[src/rtl/alu_op_sequencer_pkg.sv]
// Shared constants, opcode decode and FSM state type for the ALU op sequencer.
// Imported by alu_op_sequencer, mult_iter and the bench.
package alu_seq_pkg;

  localparam logic [2:0] ALUOP_RTYPE  = 3'b000;
  localparam logic [2:0] ALUOP_BRANCH = 3'b001;
  localparam logic [2:0] ALUOP_ADDI   = 3'b010;
  localparam logic [2:0] ALUOP_ANDI   = 3'b011;
  localparam logic [2:0] ALUOP_ORI    = 3'b100;
  localparam logic [2:0] ALUOP_ADDIE  = 3'b111;

  localparam logic [5:0] FUNCT_ADD  = 6'b100000;
  localparam logic [5:0] FUNCT_SUB  = 6'b100010;
  localparam logic [5:0] FUNCT_MULT = 6'b100100;
  localparam logic [5:0] FUNCT_AND  = 6'b111000;
  localparam logic [5:0] FUNCT_OR   = 6'b111001;
  localparam logic [5:0] FUNCT_SLT  = 6'b111100;

  localparam logic [3:0] OPC_ADD     = 4'b0000;
  localparam logic [3:0] OPC_SUB     = 4'b0001;
  localparam logic [3:0] OPC_MULT    = 4'b0010;
  localparam logic [3:0] OPC_AND     = 4'b0011;
  localparam logic [3:0] OPC_OR      = 4'b0100;
  localparam logic [3:0] OPC_SLT     = 4'b0101;
  localparam logic [3:0] OPC_ILLEGAL = 4'b1111;

  typedef enum logic [1:0] {
    ST_IDLE = 2'd0,
    ST_MUL  = 2'd1,
    ST_DONE = 2'd2
  } seq_state_e;

  // mult_en = 0 folds funct 100100 into the illegal class.
  function automatic logic [3:0] decode_op(input logic [2:0] aluop,
                                           input logic [5:0] funct,
                                           input logic       mult_en);
    logic [3:0] opc;
    opc = OPC_ILLEGAL;
    case (aluop)
      ALUOP_RTYPE: begin
        case (funct)
          FUNCT_ADD:  opc = OPC_ADD;
          FUNCT_SUB:  opc = OPC_SUB;
          FUNCT_MULT: opc = mult_en ? OPC_MULT : OPC_ILLEGAL;
          FUNCT_AND:  opc = OPC_AND;
          FUNCT_OR:   opc = OPC_OR;
          FUNCT_SLT:  opc = OPC_SLT;
          default:    opc = OPC_ILLEGAL;
        endcase
      end
      ALUOP_ADDI, ALUOP_ADDIE: opc = OPC_ADD;
      ALUOP_ANDI:              opc = OPC_AND;
      ALUOP_ORI:               opc = OPC_OR;
      ALUOP_BRANCH:            opc = OPC_SUB;
      default:                 opc = OPC_ILLEGAL;
    endcase
    return opc;
  endfunction

endpackage

[src/rtl/alu_op_sequencer_if.sv]
// Request/response bundle between the main control FSM (master) and the
// ALU op sequencer (slave).
interface alu_op_sequencer_if #(
  parameter int W   = 32,
  parameter int OPW = 4
);
  // start is a one-cycle request, taken only while busy is low; start while
  // busy (including the done cycle) is dropped. done pulses once per accepted
  // request, illegal coincides with done, busy is high from acceptance to done.
  logic           start;
  logic [2:0]     ALUOp;
  logic [5:0]     funct;
  logic [W-1:0]   op_a;
  logic [W-1:0]   op_b;
  logic [OPW-1:0] ALUopcode;
  logic [W-1:0]   prod_hi;
  logic [W-1:0]   prod_lo;
  logic           busy;
  logic           done;
  logic           illegal;

  modport master (
    output start, ALUOp, funct, op_a, op_b,
    input  ALUopcode, prod_hi, prod_lo, busy, done, illegal
  );

  modport slave (
    input  start, ALUOp, funct, op_a, op_b,
    output ALUopcode, prod_hi, prod_lo, busy, done, illegal
  );
endinterface

[src/rtl/alu_op_sequencer_mult_iter.sv]
// Iterative unsigned shift-add multiplier: one partial-product step per cycle,
// W steps per product. nxt_* are the accumulator values after the current step.
module mult_iter #(
  parameter int W = 32
) (
  input  logic         clk,
  input  logic         rst,
  input  logic         load,
  input  logic         step,
  input  logic [W-1:0] mcand_in,
  input  logic [W-1:0] mplier_in,
  output logic         last,
  output logic [W-1:0] nxt_hi,
  output logic [W-1:0] nxt_lo
);
  localparam int CW = $clog2(W + 1);

  logic [W-1:0]  mcand;
  logic [W-1:0]  acc_hi;
  logic [W-1:0]  acc_lo;
  logic [CW-1:0] count;
  logic [W:0]    sum;

  // acc_lo starts as the multiplier and fills with product bits as it shifts.
  always_comb begin
    sum    = {1'b0, acc_hi} + (acc_lo[0] ? {1'b0, mcand} : '0);
    nxt_hi = sum[W:1];
    nxt_lo = {sum[0], acc_lo[W-1:1]};
  end

  assign last = (count == CW'(W - 1));

  always_ff @(posedge clk or posedge rst) begin
    if (rst) begin
      mcand  <= '0;
      acc_hi <= '0;
      acc_lo <= '0;
      count  <= '0;
    end else if (load) begin
      mcand  <= mcand_in;
      acc_hi <= '0;
      acc_lo <= mplier_in;
      count  <= '0;
    end else if (step) begin
      acc_hi <= nxt_hi;
      acc_lo <= nxt_lo;
      count  <= count + 1'b1;
    end
  end
endmodule

[src/rtl/alu_op_sequencer.sv]
// Clocked ALU control decoder with start/busy/done handshake. Define
// ALU_SEQ_MULT_EN to include the iterative multiplier behind funct 100100.
import alu_seq_pkg::*;

module alu_op_sequencer #(
  parameter int W   = 32,
  parameter int OPW = 4
) (
  input  logic                clk,
  input  logic                rst,
  alu_op_sequencer_if.slave   bus,
  output seq_state_e          state_dbg
);
  seq_state_e state;
  logic [3:0] dec_opc;

`ifdef ALU_SEQ_MULT_EN
  localparam logic MULT_EN = 1'b1;
`else
  localparam logic MULT_EN = 1'b0;
`endif

  assign dec_opc   = decode_op(bus.ALUOp, bus.funct, MULT_EN);
  assign state_dbg = state;

`ifdef ALU_SEQ_MULT_EN
  logic         mul_load;
  logic         mul_step;
  logic         mul_last;
  logic [W-1:0] mul_hi;
  logic [W-1:0] mul_lo;

  assign mul_load = (state == ST_IDLE) && bus.start && (dec_opc == OPC_MULT);
  assign mul_step = (state == ST_MUL);

  mult_iter #(.W(W)) u_mult_iter (
    .clk       (clk),
    .rst       (rst),
    .load      (mul_load),
    .step      (mul_step),
    .mcand_in  (bus.op_a),
    .mplier_in (bus.op_b),
    .last      (mul_last),
    .nxt_hi    (mul_hi),
    .nxt_lo    (mul_lo)
  );
`else
  logic unused_ops;
  assign unused_ops  = ^{bus.op_a, bus.op_b};
  assign bus.prod_hi = '0;
  assign bus.prod_lo = '0;
`endif

  always_ff @(posedge clk or posedge rst) begin
    if (rst) begin
      state         <= ST_IDLE;
      bus.ALUopcode <= '0;
      bus.busy      <= 1'b0;
      bus.done      <= 1'b0;
      bus.illegal   <= 1'b0;
`ifdef ALU_SEQ_MULT_EN
      bus.prod_hi   <= '0;
      bus.prod_lo   <= '0;
`endif
    end else begin
      case (state)
        ST_IDLE: begin
          if (bus.start) begin
            bus.ALUopcode <= OPW'(dec_opc);
            bus.busy      <= 1'b1;
`ifdef ALU_SEQ_MULT_EN
            if (dec_opc == OPC_MULT) begin
              state <= ST_MUL;
            end else begin
              state       <= ST_DONE;
              bus.done    <= 1'b1;
              bus.illegal <= (dec_opc == OPC_ILLEGAL);
            end
`else
            state       <= ST_DONE;
            bus.done    <= 1'b1;
            bus.illegal <= (dec_opc == OPC_ILLEGAL);
`endif
          end
        end
`ifdef ALU_SEQ_MULT_EN
        // The final step's result is captured directly, so prod_* and done rise together.
        ST_MUL: begin
          if (mul_last) begin
            state       <= ST_DONE;
            bus.done    <= 1'b1;
            bus.prod_hi <= mul_hi;
            bus.prod_lo <= mul_lo;
          end
        end
`endif
        ST_DONE: begin
          state       <= ST_IDLE;
          bus.busy    <= 1'b0;
          bus.done    <= 1'b0;
          bus.illegal <= 1'b0;
        end
        default: state <= ST_IDLE;
      endcase
    end
  end
endmodule

[src/flat_wrapper.sv]
// flat-port wrapper written by rule: the top's interface ports become plain ports
module alu_op_sequencer_flat 
#(
  parameter int W   = 32,
  parameter int OPW = 4
)
  (clk, rst, state_dbg, bus_start, bus_ALUOp, bus_funct, bus_op_a, bus_op_b, bus_ALUopcode, bus_prod_hi, bus_prod_lo, bus_busy, bus_done, bus_illegal);
  alu_op_sequencer_if #(.W(W), .OPW(OPW)) bus_i ();
  input  logic clk;
  input  logic rst;
  output seq_state_e state_dbg;
  input wire logic [$bits(bus_i.start)-1:0] bus_start;
  input wire logic [$bits(bus_i.ALUOp)-1:0] bus_ALUOp;
  input wire logic [$bits(bus_i.funct)-1:0] bus_funct;
  input wire logic [$bits(bus_i.op_a)-1:0] bus_op_a;
  input wire logic [$bits(bus_i.op_b)-1:0] bus_op_b;
  output wire logic [$bits(bus_i.ALUopcode)-1:0] bus_ALUopcode;
  output wire logic [$bits(bus_i.prod_hi)-1:0] bus_prod_hi;
  output wire logic [$bits(bus_i.prod_lo)-1:0] bus_prod_lo;
  output wire logic [$bits(bus_i.busy)-1:0] bus_busy;
  output wire logic [$bits(bus_i.done)-1:0] bus_done;
  output wire logic [$bits(bus_i.illegal)-1:0] bus_illegal;
  assign bus_i.start = bus_start;
  assign bus_i.ALUOp = bus_ALUOp;
  assign bus_i.funct = bus_funct;
  assign bus_i.op_a = bus_op_a;
  assign bus_i.op_b = bus_op_b;
  assign bus_ALUopcode = bus_i.ALUopcode;
  assign bus_prod_hi = bus_i.prod_hi;
  assign bus_prod_lo = bus_i.prod_lo;
  assign bus_busy = bus_i.busy;
  assign bus_done = bus_i.done;
  assign bus_illegal = bus_i.illegal;
  alu_op_sequencer #(.W(W), .OPW(OPW)) u_core (.clk(clk), .rst(rst), .bus(bus_i), .state_dbg(state_dbg));
endmodule
[config.mk]
export PLATFORM = sky130hd
export DESIGN_NAME = alu_op_sequencer_flat
export DESIGN_NICKNAME = d
export VERILOG_FILES = /design/src/rtl/alu_op_sequencer_pkg.sv /design/src/rtl/alu_op_sequencer_if.sv /design/src/rtl/alu_op_sequencer_mult_iter.sv /design/src/rtl/alu_op_sequencer.sv /design/src/flat_wrapper.sv
export SDC_FILE = /design/constraint.sdc
export NUM_CORES = 1
export LEC_CHECK = 0
export CELL_PAD_IN_SITES_DETAIL_PLACEMENT = 1
export CELL_PAD_IN_SITES_GLOBAL_PLACEMENT = 1
export CORE_AREA = 2 2 58 60
export CTS_CLUSTER_SIZE = 10
export DETAILED_ROUTE_END_ITERATION = 10
export DIE_AREA = 0 0 60 62
export DONT_BUFFER_PORTS = 1
export GPL_TIMING_DRIVEN = 0
export PLACE_DENSITY_LB_ADDON = 0.1
export SETUP_SLACK_MARGIN = 0.1
export SYNTH_ARGS = -nofsm -noshare
export SYNTH_HDL_FRONTEND = slang
export SYNTH_SLANG_ARGS = --single-unit
[constraint.sdc]
create_clock -name clk -period 2.7 [get_ports clk]
set_input_delay 0.405 -clock clk [delete_from_list [all_inputs] [get_ports clk]]
set_output_delay 0.405 -clock clk [all_outputs]
set_load 0.01 [all_outputs]
==> summary.md <==
| Metric | Value |
|---|---|
| Power consumption | `roughly 0.00036 W` |
| Crit-path slowest cell | `dfrtp_1` |
| Total wire length | `roughly 1900 µm` |
| Worst Reg-to-Reg Cells | `5` |
| Status | `finished, final reports clean` |
| # setup viols final | `0` |
| Final hold vios | `0` |
| Cell with the most instances after synthesis | `buf_4` |
| Setup slack, reg-to-reg | `1.43 ns` |
| Clk sinks | `6` |
| Clk Latency, worst-skew pair | `between 0.2 and 0.25 ns` |
| Final TNS setup | `0 ns` |
| N_diodes | `0` |
| Row cnt | `21` |
| # DRC | `0` |
| Global-route met2 utilization | `14.3%` |
| Core region area | `between 0.003 and 0.004 mm²` |
| Drt pass-1 iters | `3` |
| Synth Instances | `115` |
| Fin crit period | `between 1 and 1.5 ns` |
| Area leader, netlist | `buf_4` |
| CTS tree | `yes` |
| # nets final | `261` |
| Pwr dens | `~290 mW/mm²` |
| Crit Path Class | `reg -> reg` |
| Final Wtd Congestion | `~0.7` |
| Via count | `roughly 750` |
| H-tree Lvls | `1` |
| WP data arrival | `around 1.4 ns` |
| CTS Buffer Depth | `2` |
| Grt total ovfl | `0` |
| Final Slew Violations | `0` |
| Synthesized area | `about 920 µm²` |
| Max stage delay on crit path | `0.45 ns` |
| Final worst slack | `~1.4 ns` |
| GR Util All Layers | `9.42%` |
| Worst-path clk slew | `0.04 ns` |
| IO Pins | `149` |
| Post-synth top cells | `buf_4 (67), nor2_1 (8), dfrtp_1 (6), a21oi_1 (4), nor3_1 (3)` |
| Peak VDD IR | `between 0.08 and 0.09 mV` |
| Cells taking the most area after synthesis | `buf_4 (55%), dfrtp_1 (16%), nor2_1 (3.3%)` |
| Final Cycle Share | `a little under half` |
| RSZ-0062 raised after global routing | `no` |
| Via-per-instance ratio | `between 3 and 4` |
| DRT iter0 DRCs | `8` |
| Worst path cell trace | `nor2b_1 -> buf_2 -> nor2_1 -> a41o_1 -> nor2_1` |
| Max_cap viols | `0` |
| Area grow syn2layout | `35.9%` |
| WL/cell | `slightly above 8 µm` |
| Min-delay src | `bus_start` |
| Fraction of layout cells with a size suffix above 1 | `between 40 and 50%` |
| Yosys synthesis warning count | `0` |
| Synth top area share | `~55%` |
| M1 GR Usage | `a little over a tenth` |
| Setup bufs post-CTS | `0` |
| Initial antenna violation count | `0` |
| Number of global-route vias before repair | `~640` |
| Register bit total from synthesis | `6` |
| PortBufs | `0` |
| Syn Area/Cell | `8.01 µm²` |
| Largest net degree at the start of global routing | `11` |
| First-pass GRT wire length | `around 2700 µm` |
| Die Area | `about 0.0037 mm²` |
| Worst hold-check path type | `in -> reg` |
| Crit path max fanout | `10` |
| Critical Path Start Type | `flop` |
| Die Height | `roughly 62 µm` |
| Hold EP | `u_core.bus.illegal` |
| Critical Path RT | `roughly 2.9 ns` |
| Hold Crit Depth | `1` |
| Root Buffer Master | `clkbuf_4` |
| Most used DFF post-synth | `dfrtp_1` |
| ANT nets after route | `0` |
| Most common cell on crit path | `nor2_1` |
| Core Util, Final | `around 39%` |
| Gr busiest metal | `met2` |
| GR Util met3 | `around 6.4%` |
| CP Capture Type | `flop` |
| R2r endpoint | `u_core.bus.ALUopcode[1]` |
| Synth async-reset ratio | `100%` |
| Static Leakage | `0.760 nW` |
| Die X | `about 60 µm` |
| TritonCTS Buffers | `3` |
| Final HPWL DP | `between 1500 and 2000 µm` |
| Max Freq | `just under 800 MHz` |
| Post-synth EDFFs | `0` |
| Setup Skew | `~0.0015 ns` |
| Worst flop-to-flop path startpoint | `u_core.bus.busy` |
| Sequential cell area fraction in the yosys report | `between 15 and 20%` |
| Distinct cells, synth | `28` |
| Fill cells | `419` |
| Starting Density | `29.0%` |
| Dpl ws | `1.28 ns` |
[through the flow]
stage	hold slack, ns	instances	area, µm²
floorplan	0.196	179	1160
global placement	0.220	225	1220
detailed placement	0.229	225	1220
CTS	0.237	229	1250
global route	0.239	229	1250
finish	0.247	229	1250
[power breakdown]
group	switching [W]	internal, W
Combinational	0.0000781	0.0000845
Sequential	0.0000161	0.000103
Clock	0.0000287	0.0000500
[flip-flops by register name, indices dropped and copies added, names as in the netlist]
register and flops:
u_core.bus.busy 1, u_core.bus.ALUopcode 4, u_core.bus.illegal 1
[cells in the final DEF, fill, tap and decap left out, types with 2 or more instances in the layout]
cell type / count
a21oi_1: 4
buf_4: 67
clkbuf_4: 3
conb_1: 65
dfrtp_1: 6
nand2_1: 2
nand2b_1: 2
nand3b_1: 2
nor2_1: 8
nor3_1: 3
nor4b_1: 2
[per-layer routing]
| metal | wire, µm | part of all wire (%) | up-vias |
|---|---|---|---|
| li1 | - | - | 382 |
| met1 | 664 | 35 | 302 |
| met2 | 801 | 42 | 62 |
| met5 | 0 | 0 | - |
| met4 | 0 | 0 | 0 |
| met3 | 437 | 23 | 0 |
[repair_timing]
action,in CTS,in global routing
endpoints found under the hold margin,6,0
hold buffers,1,0
setup endpoints to repair,0,0
gates resized for setup,0,0
[area by class of cell]
class                   instances  area (µm²)  area share, %
flip-flops and latches          6         150           12.0
multi-input cells             103         488           39.0
inverters                       1        3.75          0.300
repair buffers                  1        10.0          0.800
plain buffers                  69         519           41.5
well taps                      46        57.6           4.60
clock buffers                   3        22.5           1.80
[worst max path at each step]
stage,end,startpoint
6_report,u_core.bus.ALUopcode[1],u_core.bus.busy
5_1_grt,u_core.bus.ALUopcode[1],u_core.bus.busy
4_1_cts,u_core.bus.ALUopcode[1],u_core.bus.busy
3_5_place_dp,u_core.bus.illegal,bus_ALUOp[0]
3_3_place_gp,u_core.bus.illegal,bus_ALUOp[0]
2_1_floorplan,u_core.bus.illegal,bus_ALUOp[0]
[critical path, delay by kind of cell, from the launching register on]
family,cells,cell delay (ns)
DFF,1,0.45
and+or+nand+nor,3,0.32
buffers and inverters,1,0.23
AOI/OAI and AO/OA,1,0.20
[cell families after synthesis]
group	count (synthesis)	synth area share, %
buffers and inverters	70	56.8
DFF	6	16.3
AOI/OAI and AO/OA	11	9.37
other	1	0.407
and+or+nand+nor	26	16.2
xor gates and xnor gates	1	0.951
Note: power is estimated with default switching activity, not from simulation.
